<file path="src/rtl/temp_acq_ctrl.sv">
// Measurement-cycle controller: scans the sensor bank, sums the enabled readings,
// then drives the shared divider and holds the average for the display/alert stage.
module temp_acq_ctrl #(
  parameter int unsigned SENSOR_NR   = 8,
  parameter int unsigned DIV_TIMEOUT = 64
) (
  input  logic                 clk_i,
  input  logic                 rst_i,
  input  logic                 start_i,
  input  logic [SENSOR_NR-1:0] sensor_en_i,
  output logic [2:0]           sensor_sel_o,
  input  logic [7:0]           sensor_data_i,
  output logic                 div_start_o,
  output logic [15:0]          div_dividend_o,
  output logic [7:0]           div_divisor_o,
  input  logic                 div_done_i,
  input  logic [15:0]          div_q_i,
  input  logic [15:0]          div_r_i,
  output logic [15:0]          temp_Q_o,
  output logic [15:0]          temp_R_o,
  output logic [7:0]           active_sensors_nr_o,
  output logic                 result_valid_o,
  output logic                 busy_o,
  output logic                 err_o
);

  typedef enum logic [1:0] {
    ST_IDLE,
    ST_SCAN,
    ST_DIV_REQ,
    ST_DIV_WAIT
  } state_t;

  localparam int unsigned   TW       = $clog2(DIV_TIMEOUT) + 1;
  localparam logic [2:0]    LAST_IDX = 3'(SENSOR_NR - 1);
  localparam logic [TW-1:0] TMO_LAST = TW'(DIV_TIMEOUT - 1);

  state_t               r_state;
  state_t               w_state_nxt;
  logic [SENSOR_NR-1:0] r_mask;
  logic [15:0]          r_sum;
  logic [7:0]           r_cnt;
  logic [2:0]           r_idx;
  logic [TW-1:0]        r_tmo;
  logic [15:0]          r_q;
  logic [15:0]          r_r;
  logic [7:0]           r_nr;
  logic                 r_valid;
  logic                 r_err;

  logic [7:0]           w_mask_ext;
  logic                 w_hit;
  logic                 w_last;
  logic                 w_tmo_exp;
  logic [7:0]           w_cnt_scan;
  logic                 w_err_nxt;

  assign w_mask_ext = 8'(r_mask);
  assign w_hit      = w_mask_ext[r_idx];
  assign w_last     = (r_idx == LAST_IDX);
  assign w_tmo_exp  = (r_tmo == TMO_LAST);
  // Count including the sensor sampled at this edge, so the empty-mask decision is made on the last read.
  assign w_cnt_scan = w_hit ? r_cnt + 8'd1 : r_cnt;

  always_ff @(posedge clk_i) begin
    if (rst_i) r_state <= ST_IDLE;
    else       r_state <= w_state_nxt;
  end

  always_comb begin
    w_state_nxt = r_state;
    w_err_nxt   = 1'b0;
    div_start_o = 1'b0;
    busy_o      = 1'b1;
    case (r_state)
      ST_IDLE: begin
        busy_o = 1'b0;
        if (start_i) w_state_nxt = ST_SCAN;
      end
      ST_SCAN: begin
        if (w_last) begin
          if (w_cnt_scan == 8'd0) begin
            w_state_nxt = ST_IDLE;
            w_err_nxt   = 1'b1;
          end else begin
            w_state_nxt = ST_DIV_REQ;
          end
        end
      end
      ST_DIV_REQ: begin
        div_start_o = 1'b1;
        w_state_nxt = ST_DIV_WAIT;
      end
      ST_DIV_WAIT: begin
        if (div_done_i) begin
          w_state_nxt = ST_IDLE;
        end else if (w_tmo_exp) begin
          w_state_nxt = ST_IDLE;
          w_err_nxt   = 1'b1;
        end
      end
      default: w_state_nxt = ST_IDLE;
    endcase
  end

  always_ff @(posedge clk_i) begin
    if (rst_i) begin
      r_mask  <= '0;
      r_sum   <= '0;
      r_cnt   <= '0;
      r_idx   <= '0;
      r_tmo   <= '0;
      r_q     <= '0;
      r_r     <= '0;
      r_nr    <= '0;
      r_valid <= 1'b0;
      r_err   <= 1'b0;
    end else begin
      r_err <= w_err_nxt;
      case (r_state)
        ST_IDLE: begin
          if (start_i) begin
            r_mask  <= sensor_en_i;
            r_sum   <= '0;
            r_cnt   <= '0;
            r_idx   <= '0;
            r_valid <= 1'b0;
          end
        end
        ST_SCAN: begin
          if (w_hit) begin
            r_sum <= r_sum + {8'd0, sensor_data_i};
            r_cnt <= r_cnt + 8'd1;
          end
          r_idx <= w_last ? '0 : r_idx + 3'd1;
        end
        ST_DIV_REQ: r_tmo <= '0;
        ST_DIV_WAIT: begin
          if (div_done_i) begin
            r_q     <= div_q_i;
            r_r     <= div_r_i;
            r_nr    <= r_cnt;
            r_valid <= 1'b1;
          end else begin
            r_tmo <= r_tmo + TW'(1);
          end
        end
        default: ;
      endcase
    end
  end

  assign sensor_sel_o        = r_idx;
  assign div_dividend_o      = r_sum;
  assign div_divisor_o       = r_cnt;
  assign temp_Q_o            = r_q;
  assign temp_R_o            = r_r;
  assign active_sensors_nr_o = r_nr;
  assign result_valid_o      = r_valid;
  assign err_o               = r_err;

endmodule

</file>
<file path="config.mk">
export PLATFORM = sky130hd
export DESIGN_NAME = temp_acq_ctrl
export DESIGN_NICKNAME = d
export VERILOG_FILES = /design/src/rtl/temp_acq_ctrl.sv
export SDC_FILE = /design/constraint.sdc
export NUM_CORES = 1
export LEC_CHECK = 0
export ABC_AREA = 1
export BUFFER_PORTS_ARGS = -buffer_cell sky130_fd_sc_hd__buf_2
export CAP_MARGIN = 0
export CORE_ASPECT_RATIO = 1.25
export CORE_UTILIZATION = 40
export CTS_BUF_LIST = sky130_fd_sc_hd__clkbuf_16
export DETAILED_ROUTE_END_ITERATION = 7
export GPL_TIMING_DRIVEN = 0
export PLACE_DENSITY = 0.76
export RECOVER_POWER = 50
export SLEW_MARGIN = 40
export SYNTH_ARGS = -nofsm -noshare
export SYNTH_HDL_FRONTEND = slang
export SYNTH_SLANG_ARGS = --single-unit
</file>
<file path="constraint.sdc">
create_clock -name clk_i -period 2.4 [get_ports clk_i]
set_input_delay 0.48 -clock clk_i [delete_from_list [all_inputs] [get_ports clk_i]]
set_output_delay 0.48 -clock clk_i [all_outputs]
set_load 0.005 [all_outputs]
</file>
Yosys cells after proc, flatten, opt, wreduce, memory -nomap -nowiden

Index checks and enable logic that the tools add are counted.

Word-level logic and storage cells: 68
Register bits after elaboration: 86
Output and inout bits: 71

Add/subtract/negate cells: 4
Reduce and logical (&&, ||, !) cells: 12
$lt $le $gt $ge: 1
Equality and inequality tests: 11
Muxes and demuxes: 29

Operator list:

| cell                | number |
|---|---|
| $mux 16             | 2 |
| $pmux 16 s2         | 1 |
| $add 16x8->16       | 1 |
| $mux 8              | 2 |
| $pmux 8 s2          | 1 |
| $pmux 7 s2          | 1 |
| $mux 2              | 5 |
| $ne 2x2->1 const B  | 5 |
| $mux 1              | 9 |
| $reduce_and 3->1    | 3 |
| $add 8x1->8 const B | 1 |
| $logic_not 8->1     | 1 |
| $pmux 2 s4          | 1 |
| $reduce_and 2->1    | 4 |
| $add 7x1->7 const B | 1 |
| $eq 7x6->1 const B  | 1 |
| $mux 7              | 1 |
| $mux 3              | 2 |
| $pmux 3 s2          | 1 |
| $reduce_bool 2->1   | 3 |
| $eq 2x2->1 const B  | 2 |
| $lt 3x4->1 const B  | 1 |
| $pmux 1 s2          | 2 |
| $add 3x1->3 const B | 1 |
| other kinds (5)     | 5 |

Logic depth before layout (Yosys ltp)

Gate-level depths: netlist of run 1.

Depth after elaboration: 7
Gate-level depth with buffers: 13

Worst setup path after synthesis of run 1

OpenSTA, ideal clock, no wires.

Path kind: in2reg
From: input port sensor_data_i[0]
To: register r_sum[12] (netlist: div_dividend_o[12])
Setup slack: 576 ps
Arrival: 1711 ps
Stages on the path: 10
Cell sequence: ha_1 fa_1 nand4_1 nand3_1 a31oi_1 nor2_1 nand2_1 nand2_1 nand2_1 nor2_1

Longest elaborated chain between the ends: 3

Ends and longest elaborated chain:

| what                 | line | RTL |
|---|---|---|
| start, declared      | 12   | `input logic [7:0] sensor_data_i,` |
| $add 16x8->16        | 132  | `r_sum <= r_sum + {8'd0, sensor_data_i};` |
| $mux 16              | 131  | `if (w_hit) begin` |
| $pmux 16 s2          | 120  | `case (r_state)` |
| end signal, assigned | 132  |  |
| end, declared        | 41   | `logic [15:0] r_sum;` |

Every way passes these cells. The select of a mux whose other input is x is not followed.
A chain may end at the register's enable or synchronous reset.

Worst setup path after layout of run 1

From: register r_sum[2] (netlist: div_dividend_o[2])
To: register r_sum[13] (netlist: div_dividend_o[13])

Longest elaborated chain between the ends: 3

Ends and longest elaborated chain:

| what          | line |
|---|---|
| $add 16x8->16 | 132 |
| $mux 16       | 131 |
| $pmux 16 s2   | 120 |

Every way passes these cells. The select of a mux whose other input is x is not followed.

==> out/results.ini, run 1 <==
[status]
status=completed

[synthesis]
synth_warnings=0
netlist-cell-type-count=30
syn_area_per_cell_um2=7.02
synth-seq-cells=86
ys_seq_area_frac=0.424
synth_fp_nets=644
syn_area_mm2=0.00407
syn_inst=579

[critical_path]
path_cells=ha_1 -> nand2_1 -> o21ai_1 -> nand2_1 -> nand3_1 -> nand2_1 -> a21oi_2 -> nand2_1 -> nand2_1 -> nand2_1 -> nor2_1
crit_arrival_ns=2.20
rr_endpoint=div_dividend_o[13]
r2r_slack_ns=0.48
crit_buf_inv=0
critical_path_required_ns=2.68
crit_path_max_fanout=5
crit_slowest_cell=ha_1
reg2reg_depth=11
endpoint_kind=flip-flop
crit_top_cell=nand2_1
worstReg2RegStart=div_dividend_o[2]
path_class=flip-flop to flip-flop
crit_path_start_kind=flip-flop
critPathLaunch=div_dividend_o[2]
slowest_delay_ns=0.36
cp_top_family=simple AND/OR/NAND/NOR gates

[clocking]
cts-resized-gates=0
cts_sinks=86
clock_latency_ns=0.34
ctsHoldBuffers=0
cts_tree=done
clkSlewWorstSetupHoldPaths_ns=0.06
cts_setup_buffers=0
cts_buffers=9
h-tree-depth=3
cts_buffer_depth=2
root_buffer=clkbuf_16

[power_and_ir_drop]
combPwrFrac=0.126
p_sw_w=0.000894
powerDensity_mw_per_mm2=688
peakVddDrop_mv=0.386
intPower_w=0.00263
p_leak_nw=2.20
pwr-share-seq=0.425
p_clk_frac=0.449
switching_share=0.254

[timing]
fin_crit_sh=0.799
rsz0062_at_grt=false
holdWs_ns=0.407
tns_ns=0
fmax_mhz=521
hold_viol_final=0
worstMarginPinSlew_ns=0.552
final-setup-viol-count=0
fin_crit_ns=1.92
slew_headroom=0.632
worst_clock_skew_ns=0.00720
slew_violations=0

[placed_design]
hpwl_mm=7.93
placed_cells=826
gp_congestion=0.897
place_area_mm2=0.00483
port_buffers=121

[drt]
via_count=4264
avgViaCountPerCell=5.06
drc_errors=0
drtAntennaViolNets=0
wl_mm=10.7
drt_iter0_drc=197
dr.pass1.iters=4
wire_per_inst_um=12.7

[global_route]
grt_usage=0.208
grt_use_met3=0.0412
grt_max_degree=15
grtUsageMet2=0.376
use_met1=0.234
grt_first_pass_wirelength_mm=17.7
grt-ovfl-total=0
grt_pass1_vias=4038
grt_most_used_layer=met2
antenna_found_initial=0

[finish]
diodes=0
final_common_cell=nand2_1
design_area_mm2=0.00513
final_core_util=0.525
multiInputGateArea_mm2=0.00206
layoutNonFillerInstCount=842
area_growth_pct=26.1
seq_area_mm2=0.00172
drive_above_1_share=0.168
final_cell_mix=nand2_1, buf_2, a21oi_1, dfxtp_1, nand3_1
fillCellCount=983
layout.nets=776

[hold_path]
whs_endpoint=temp_Q_o[9]
hold_path_depth=3
hold_start=div_q_i[9]
hp-class=input pin to flip-flop

[floorplan]
rows=40
die-area_mm2=0.0106
dieHeight_um=115
ios=123
die_w_um=92.2
initial_utilization=0.417
coreArea_mm2=0.00976

[run]
cap_violations=0

## stage by stage
stage / power (W) / setup slack (ns)
6_report: 0.00353 / 0.482
5_1_grt: 0.00368 / 0.273
4_1_cts: 0.00356 / 0.487
3_5_place_dp: 0.00197 / 0.253
3_3_place_gp: 0.00195 / 0.293
2_1_floorplan: 0.00182 / 0.576
## cell usage after synthesis, drive strengths merged
| cell type | number | area (um^2) |
|---|---|---|
| o21bai | 2 | 15.0 |
| buf | 3 | 21.3 |
| nand3 | 76 | 423 |
| nor2 | 44 | 170 |
| and3 | 2 | 12.5 |
| dfxtp | 86 | 1720 |
| a31oi | 1 | 6.26 |
| o21ai | 23 | 115 |
| xor2 | 2 | 17.5 |
| fa | 1 | 20.0 |
| or2 | 2 | 12.5 |
| a211oi | 1 | 7.51 |
| nand3b | 1 | 7.51 |
| clkbuf | 24 | 90.1 |
| inv | 47 | 176 |
| a21oi | 87 | 439 |
| ha | 12 | 150 |
| nand4 | 6 | 37.5 |
| xnor2 | 1 | 8.76 |
| nor3 | 6 | 30.0 |
| a21o | 2 | 15.0 |
| nand2 | 150 | 568 |
## worst reg2reg max path, cell delays in order (launching register included)
cell     delay, ns
dfxtp_1       0.33
ha_1          0.36
nand2_1       0.07
o21ai_1       0.28
nand2_1       0.10
nand3_1       0.15
nand2_1       0.11
a21oi_2       0.19
nand2_1       0.09
nand2_1       0.06
nand2_1       0.04
nor2_1        0.09
## cell type report
type / count / area share
plain buffers: 27 / 0.0217
clock buffers: 9 / 0.0439
clock inverters: 7 / 0.0220
inverters: 47 / 0.0344
multi-input cells: 419 / 0.401
flip-flops and latches: 86 / 0.336
well taps: 126 / 0.0308
repair buffers: 121 / 0.110
## how the worst max path moves through the flow
stage | to | slack (ns) | cells after the start
2_1_floorplan | div_dividend_o[12] | 0.58 | 10
3_3_place_gp | div_dividend_o[13] | 0.29 | 12
3_5_place_dp | div_dividend_o[13] | 0.25 | 12
4_1_cts | err_o | 0.49 | 10
5_1_grt | div_dividend_o[13] | 0.27 | 11
6_report | div_dividend_o[13] | 0.48 | 11
## cell families after synthesis
kind of cell    share of synthesized area
simple gates                        0.310
buf+inv                            0.0708
flops                               0.424
fa+ha+maj                          0.0419
xor+xnor                          0.00646
compound gates                      0.147
## state kept, by name, indices dropped and copies added, names as in the netlist, named ones only
register	flops
r_mask	8
r_state	1
temp_Q_o	16
err_o	1
result_valid_o	1
active_sensors_nr_o	8
r_tmo	7
temp_R_o	16
sensor_sel_o	3
div_dividend_o	16
div_divisor_o	8
## metal layers
| metal | vias to the layer above | wire (um) |
|---|---|---|
| met5 | - | 0 |
| met4 | 0 | 162 |
| met3 | 19 | 584 |
| met2 | 144 | 5340 |
| met1 | 1920 | 4610 |
| li1 | 2181 | - |
## power groups by stage
stage	sequential [W]	combinational, W	clock [W]
detailed placement	0.00153	0.000440	0
floorplan	0.00152	0.000293	0
global placement	0.00153	0.000425	0
CTS	0.00150	0.000443	0.00161
global route	0.00150	0.000503	0.00167
finish	0.00150	0.000443	0.00159
No activity file was read; power rests on OpenSTA's default activity.
==> run 2, diff against run 1 <==
--- a/config.mk
+++ b/config.mk
@@ -13,7 +13,7 @@
 export CTS_BUF_LIST = sky130_fd_sc_hd__clkbuf_16
 export DETAILED_ROUTE_END_ITERATION = 7
 export GPL_TIMING_DRIVEN = 0
-export PLACE_DENSITY = 0.76
+export PLACE_DENSITY = 0.78
 export RECOVER_POWER = 50
 export SLEW_MARGIN = 40
 export SYNTH_ARGS = -nofsm -noshare
==> constraint.sdc (replaced) <==
create_clock -name clk_i -period 1.6 [get_ports clk_i]
set_input_delay 0.32 -clock clk_i [delete_from_list [all_inputs] [get_ports clk_i]]
set_output_delay 0.32 -clock clk_i [all_outputs]
set_load 0.005 [all_outputs]
==> run 2 against run 1 <==
Compared with the run above:
- fmax increased by 11%
- via count is 8.2% higher
- non-clock buffer count grew 28
- largest cell class unchanged
- wire length is 19% higher
- sequential share of layout area decreased by 4.1 points
- sequential power is 51% higher
- die area unchanged
- clock skew increased by 0.00052 ns
- core utilization rose by 8.6 points
- count of clock-buffer cells in the layout unchanged
- the flow now finishes with violations (negative setup slack)
- final area rose by 16%
==> out/results.ini, run 2 (same netlist as run 1, synthesis figures left out) <==
[status]
status=finished with violations  ; was completed
failed_checks=negative setup slack

[timing]
hold_viol_final=0  ; unchanged
worstMarginPinSlew_ns=0.571  ; was 0.552 ns
tns_ns=-0.719  ; was 0 ns
fmax_mhz=580  ; was 521 MHz
setup_ws_ns=-0.125  ; was 0.482 ns
rsz0062_at_grt=true  ; was false
final-setup-viol-count=11  ; was 0
slew_headroom=0.619  ; was 0.632
fin_crit_ns=1.72  ; was 1.92 ns
fin_crit_sh=1.08  ; was 0.799
worst_clock_skew_ns=0.00772  ; was 0.00720 ns
slew_violations=0  ; unchanged

[drt]
drt_iter0_drc=335  ; was 197
drtAntennaViolNets=0  ; unchanged
avgViaCountPerCell=5.29  ; was 5.06
wire_per_inst_um=14.6  ; was 12.7 um
via_count=4615  ; was 4264
drc_errors=0  ; unchanged
wl_mm=12.7  ; was 10.7 mm
dr.pass1.iters=5  ; was 4
m1WireLength_mm=5.04  ; was 4.61 mm
routed.top_layer=met4  ; unchanged
wl_met2_mm=6.35  ; was 5.34 mm
wl_met3_um=784  ; was 584 um

[placed_design]
hpwl_mm=8.07  ; was 7.93 mm
port_buffers=121  ; unchanged
gp_congestion=0.881  ; was 0.897

[clocking]
ctsHoldBuffers=0  ; unchanged
clock_latency_ns=0.34  ; about the same
cts_buffers=9  ; unchanged
cts_tree=done  ; unchanged
clkSlewWorstSetupHoldPaths_ns=0.07  ; was 0.06 ns
root_buffer=clkbuf_16  ; unchanged
cts_buffer_depth=2  ; unchanged
cts_sinks=86  ; unchanged
h-tree-depth=3  ; unchanged

[critical_path]
path_class=flip-flop to flip-flop  ; unchanged
critical_path_required_ns=1.81  ; was 2.68 ns
r2r_slack_ns=-0.12  ; was 0.48 ns
crit_path_start_kind=flip-flop  ; unchanged
endpoint_kind=flip-flop  ; unchanged
crit_path_max_fanout=7  ; was 5
crit_arrival_ns=1.93  ; was 2.20 ns

[power_and_ir_drop]
peakVddDrop_mv=0.732  ; was 0.386 mV
p_leak_nw=2.47  ; was 2.20 nW
power_w=0.00564  ; was 0.00353 W
powerDensity_mw_per_mm2=946  ; was 688 mW/mm^2

[floorplan]
dieHeight_um=115  ; unchanged
die_w_um=92.2  ; unchanged
initial_utilization=0.417  ; unchanged
rows=40  ; unchanged
coreArea_mm2=0.00976  ; unchanged
ios=123  ; unchanged
die-area_mm2=0.0106  ; unchanged

[global_route]
grt_first_pass_wirelength_mm=18.7  ; was 17.7 mm
grt_pass1_vias=4209  ; was 4038
grt_max_degree=15  ; unchanged
grt-ovfl-total=0  ; unchanged
antenna_found_initial=0  ; unchanged
grt_usage=0.223  ; was 0.208

[hold_path]
hp-class=input pin to flip-flop  ; unchanged

[finish]
diodes=0  ; unchanged
area_growth_pct=46.7  ; was 26.1%
final_common_cell=nand2_1  ; unchanged
final_cell_mix=nand2_1, buf_2, a21oi_1  ; was nand2_1, buf_2, a21oi_1, dfxtp_1, nand3_1
fillCellCount=863  ; was 983
layout.nets=806  ; was 776
drive_above_1_share=0.363  ; was 0.168

[run]
cap_violations=0  ; unchanged

run 2: cell count changes in the layout (fill, tap and decap cells not counted), moves of 11 or more:
cell / before / now
nand2_1: 148 / 116
buf_4: 0 / 23
dfxtp_1: 86 / 69
dfxtp_2: 0 / 11
nand3_1: 72 / 58
clkbuf_1: 56 / 36
nand2_2: 2 / 27
run 2: path summary, 6_finish.rpt:
| kind | from | end | cells past startpoint |
|---|---|---|---|
| worst max-delay path | sensor_sel_o[0] | flip-flop | 12 |
| worst min-delay path | div_q_i[9] | temp_Q_o[9] | 3 |
| worst max register to register | sensor_sel_o[0] | flip-flop | 12 |
| worst min register to register | temp_R_o[10] | temp_R_o[10] | 2 |
run 2: worst max-delay path, stage by stage (launching register included):
cell     delay [ns]
dfxtp_4        0.43
inv_6          0.06
nand2_2        0.06
nand3_2        0.10
buf_4          0.17
nand3_4        0.13
nand3_2        0.13
nand2_1        0.11
nand2_2        0.07
nor2_4         0.12
nand2_2        0.07
nand2_1        0.07
a21oi_1        0.06
run 2: what timing repair did:
| item | CTS | global route |
|---|---|---|
| endpoints found under the setup margin | 35 | 69 |
| buffers inserted | 6 | 22 |
| pin swaps | 14 | 36 |
| gates cloned | 2 | 0 |
| resized for setup | 44 | 121 |
run 2: layer usage:
metal  GRT usage  vias up
li1            -     2243
met1       0.244     2122
met2       0.398      203
met3      0.0518       47
met4       0.123        0
met5           0        -
run 2: final cells by class:
| class | count | area (um^2) | area share |
|---|---|---|---|
| multi-input combinational | 421 | 2590 | 0.435 |
| timing repair buffer | 149 | 828 | 0.139 |
| tap | 126 | 158 | 0.0264 |
| buffer | 27 | 133 | 0.0222 |
| inverter | 47 | 181 | 0.0304 |
| clock inverter | 7 | 88.8 | 0.0149 |
| clock buffer | 9 | 225 | 0.0378 |
| sequential | 86 | 1760 | 0.295 |
run 2: through the flow:
step / utilization / area, um^2 / setup WS, ns / std cells / hold WS, ns
floorplan: - / 4090 / 0.0121 / 579 / 0.415
global placement: 0.497 / 4850 / -0.272 / 826 / 0.429
detailed placement: 0.497 / 4850 / -0.294 / 826 / 0.446
CTS: 0.553 / 5400 / -0.0468 / 850 / 0.235
global route: 0.611 / 5960 / -0.203 / 872 / 0.242
finish: 0.611 / 5960 / -0.125 / 872 / 0.246
run 2: where the power goes:
| group | total (W) | leakage (nW) | internal [W] | switching, W |
|---|---|---|---|---|
| Clock | 0.00223 | 0.149 | 0.00136 | 0.000878 |
| Combinational | 0.00114 | 1.61 | 0.000479 | 0.000666 |
| Sequential | 0.00226 | 0.706 | 0.00219 | 0.0000643 |
| Total | 0.00564 | 2.47 | 0.00403 | 0.00161 |
==> run 3, diff against run 2 <==
--- a/config.mk
+++ b/config.mk
@@ -13,7 +13,7 @@
 export CTS_BUF_LIST = sky130_fd_sc_hd__clkbuf_16
 export DETAILED_ROUTE_END_ITERATION = 7
 export GPL_TIMING_DRIVEN = 0
-export PLACE_DENSITY = 0.78
+export PLACE_DENSITY = 0.76
 export RECOVER_POWER = 50
 export SLEW_MARGIN = 40
 export SYNTH_ARGS = -nofsm -noshare
==> constraint.sdc (replaced) <==
create_clock -name clk_i -period 2.15 [get_ports clk_i]
set_input_delay 0.43 -clock clk_i [delete_from_list [all_inputs] [get_ports clk_i]]
set_output_delay 0.43 -clock clk_i [all_outputs]
set_load 0.005 [all_outputs]
==> run 3 against run 2 <==
Compared with the run above:
- the run now ends clean
- flip-flop and latch count is the same
- combinational power decreased by 57%
- clock power decreased by 21%
- via count is 7.3% lower
- final area shrank 14%
- sequential share of layout area grew 4.1 points
- fmax shrank 10%
- non-clock buffer count is 28 lower
- sequential power fell by 26%
- total power is 30% lower
- cell count fell by 3.4%
- hold slack gained 0.11 ns
- largest power group is now the clock network
==> out/results.ini, run 3 (same netlist as run 1, synthesis figures left out) <==
[critical_path]
endpoint_kind=flip-flop  ; unchanged
path_class=flip-flop to flip-flop  ; unchanged
crit_arrival_ns=2.20  ; was 1.93 ns
crit_path_start_kind=flip-flop  ; unchanged
crit_path_max_fanout=5  ; was 7
r2r_slack_ns=0.23  ; was -0.12 ns
critical_path_required_ns=2.43  ; was 1.81 ns

[drt]
drt_iter0_drc=196  ; was 335
drc_errors=0  ; unchanged
via_count=4276  ; was 4615
drtAntennaViolNets=0  ; unchanged
dr.pass1.iters=4  ; was 5
avgViaCountPerCell=5.08  ; was 5.29
wire_per_inst_um=12.7  ; was 14.6 um
wl_mm=10.7  ; was 12.7 mm

[finish]
final_core_util=0.525  ; was 0.611
multiInputGateArea_mm2=0.00206  ; was 0.00259 mm^2
drive_above_1_share=0.166  ; was 0.363
layout.nets=776  ; was 806
final_common_cell=nand2_1  ; unchanged
fillCellCount=982  ; was 863
diodes=0  ; unchanged
seq_area_mm2=0.00172  ; was 0.00176 mm^2
area_growth_pct=26.1  ; was 46.7%
layoutNonFillerInstCount=842  ; was 872
final_cell_mix=nand2_1, buf_2, a21oi_1, dfxtp_1, nand3_1  ; was nand2_1, buf_2, a21oi_1

[timing]
fin_crit_sh=0.893  ; was 1.08
hold_viol_final=0  ; unchanged
rsz0062_at_grt=false  ; was true
slew_headroom=0.631  ; was 0.619
fin_crit_ns=1.92  ; was 1.72 ns
worstMarginPinSlew_ns=0.553  ; was 0.571 ns
setup_ws_ns=0.230  ; was -0.125 ns
slew_violations=0  ; unchanged
fmax_mhz=521  ; was 580 MHz
worst_clock_skew_ns=0.00674  ; was 0.00772 ns
tns_ns=0  ; was -0.719 ns
final-setup-viol-count=0  ; was 11

[clocking]
clkSlewWorstSetupHoldPaths_ns=0.06  ; was 0.07 ns
clock_latency_ns=0.34  ; about the same
cts_setup_buffers=0  ; was 6
cts_buffer_depth=2  ; unchanged
h-tree-depth=3  ; unchanged
ctsHoldBuffers=0  ; unchanged
cts_sinks=86  ; unchanged
cts_tree=done  ; unchanged
cts-resized-gates=0  ; was 44
root_buffer=clkbuf_16  ; unchanged
cts_buffers=9  ; unchanged

[placed_design]
gp_congestion=0.897  ; was 0.881
placed_cells=826  ; unchanged
dp_slack_ns=0.0526  ; was -0.294 ns
port_buffers=121  ; unchanged
hpwl_mm=7.93  ; was 8.07 mm

[floorplan]
coreArea_mm2=0.00976  ; unchanged
initial_utilization=0.417  ; unchanged
ios=123  ; unchanged
die-area_mm2=0.0106  ; unchanged
die_w_um=92.2  ; unchanged
dieHeight_um=115  ; unchanged
rows=40  ; unchanged

[power_and_ir_drop]
p_leak_nw=2.19  ; was 2.47 nW
peakVddDrop_mv=0.430  ; was 0.732 mV
powerDensity_mw_per_mm2=768  ; was 946 mW/mm^2
power_w=0.00394  ; was 0.00564 W

[global_route]
grt_usage=0.208  ; was 0.223
grt_pass1_vias=4038  ; was 4209
antenna_found_initial=0  ; unchanged
grt-ovfl-total=0  ; unchanged
grt_first_pass_wirelength_mm=17.7  ; was 18.7 mm
grt_max_degree=15  ; unchanged

[hold_path]
hp-class=input pin to flip-flop  ; unchanged

[run]
cap_violations=0  ; unchanged

[status]
status=completed  ; was finished with violations

==> run 3: stage by stage <==
step / hold WS (ns) / instance area, um^2
final: 0.358 / 5120
after global routing: 0.370 / 5120
after CTS: 0.351 / 5170
after detailed placement: 0.433 / 4830
after global placement: 0.427 / 4830
after floorplan: 0.415 / 4070
==> run 3: power breakdown <==
part,leakage [nW],internal [W],switching (W)
Clock,0.167,0.00113,0.000640
Combinational,1.33,0.000177,0.000318
Sequential,0.696,0.00163,0.0000399
Total,2.19,0.00294,0.000997
==> run 3: per-layer routing <==
metal  wire length (um)  part of all wire  GRT usage  up-vias
li1                   -                 -          -     2182
met1               4610              0.43      0.234     1929
met2               5340              0.50      0.376      149
met3                556             0.052     0.0412       16
met4                187             0.018     0.0990        0
met5                  0                 0          0        -
==> run 3: critical path: stages (launching register included) <==
cell     delay [ns]
dfxtp_1        0.33
ha_1           0.36
nand2_1        0.07
o21ai_1        0.28
nand2_1        0.10
nand3_1        0.15
nand2_1        0.11
a21oi_2        0.19
nand2_1        0.09
nand2_1        0.06
nand2_1        0.04
nor2_1         0.09
==> run 3: final timing paths <==
kind                                   startpoint  cells past startpoint            endpoint
worst max-delay path            div_dividend_o[2]                     11  div_dividend_o[13]
worst min-delay path                   div_q_i[9]                      3         temp_Q_o[9]
worst max register to register  div_dividend_o[2]                     11  div_dividend_o[13]
worst min register to register           r_tmo[6]                      1            r_tmo[6]
==> run 3: final cells by class <==
type	instances	area share
inverter	47	0.0344
clock inverter	7	0.0220
multi-input combinational	419	0.401
clock buffer	9	0.0439
buffer	27	0.0217
sequential	86	0.336
tap	126	0.0308
timing repair buffer	121	0.110
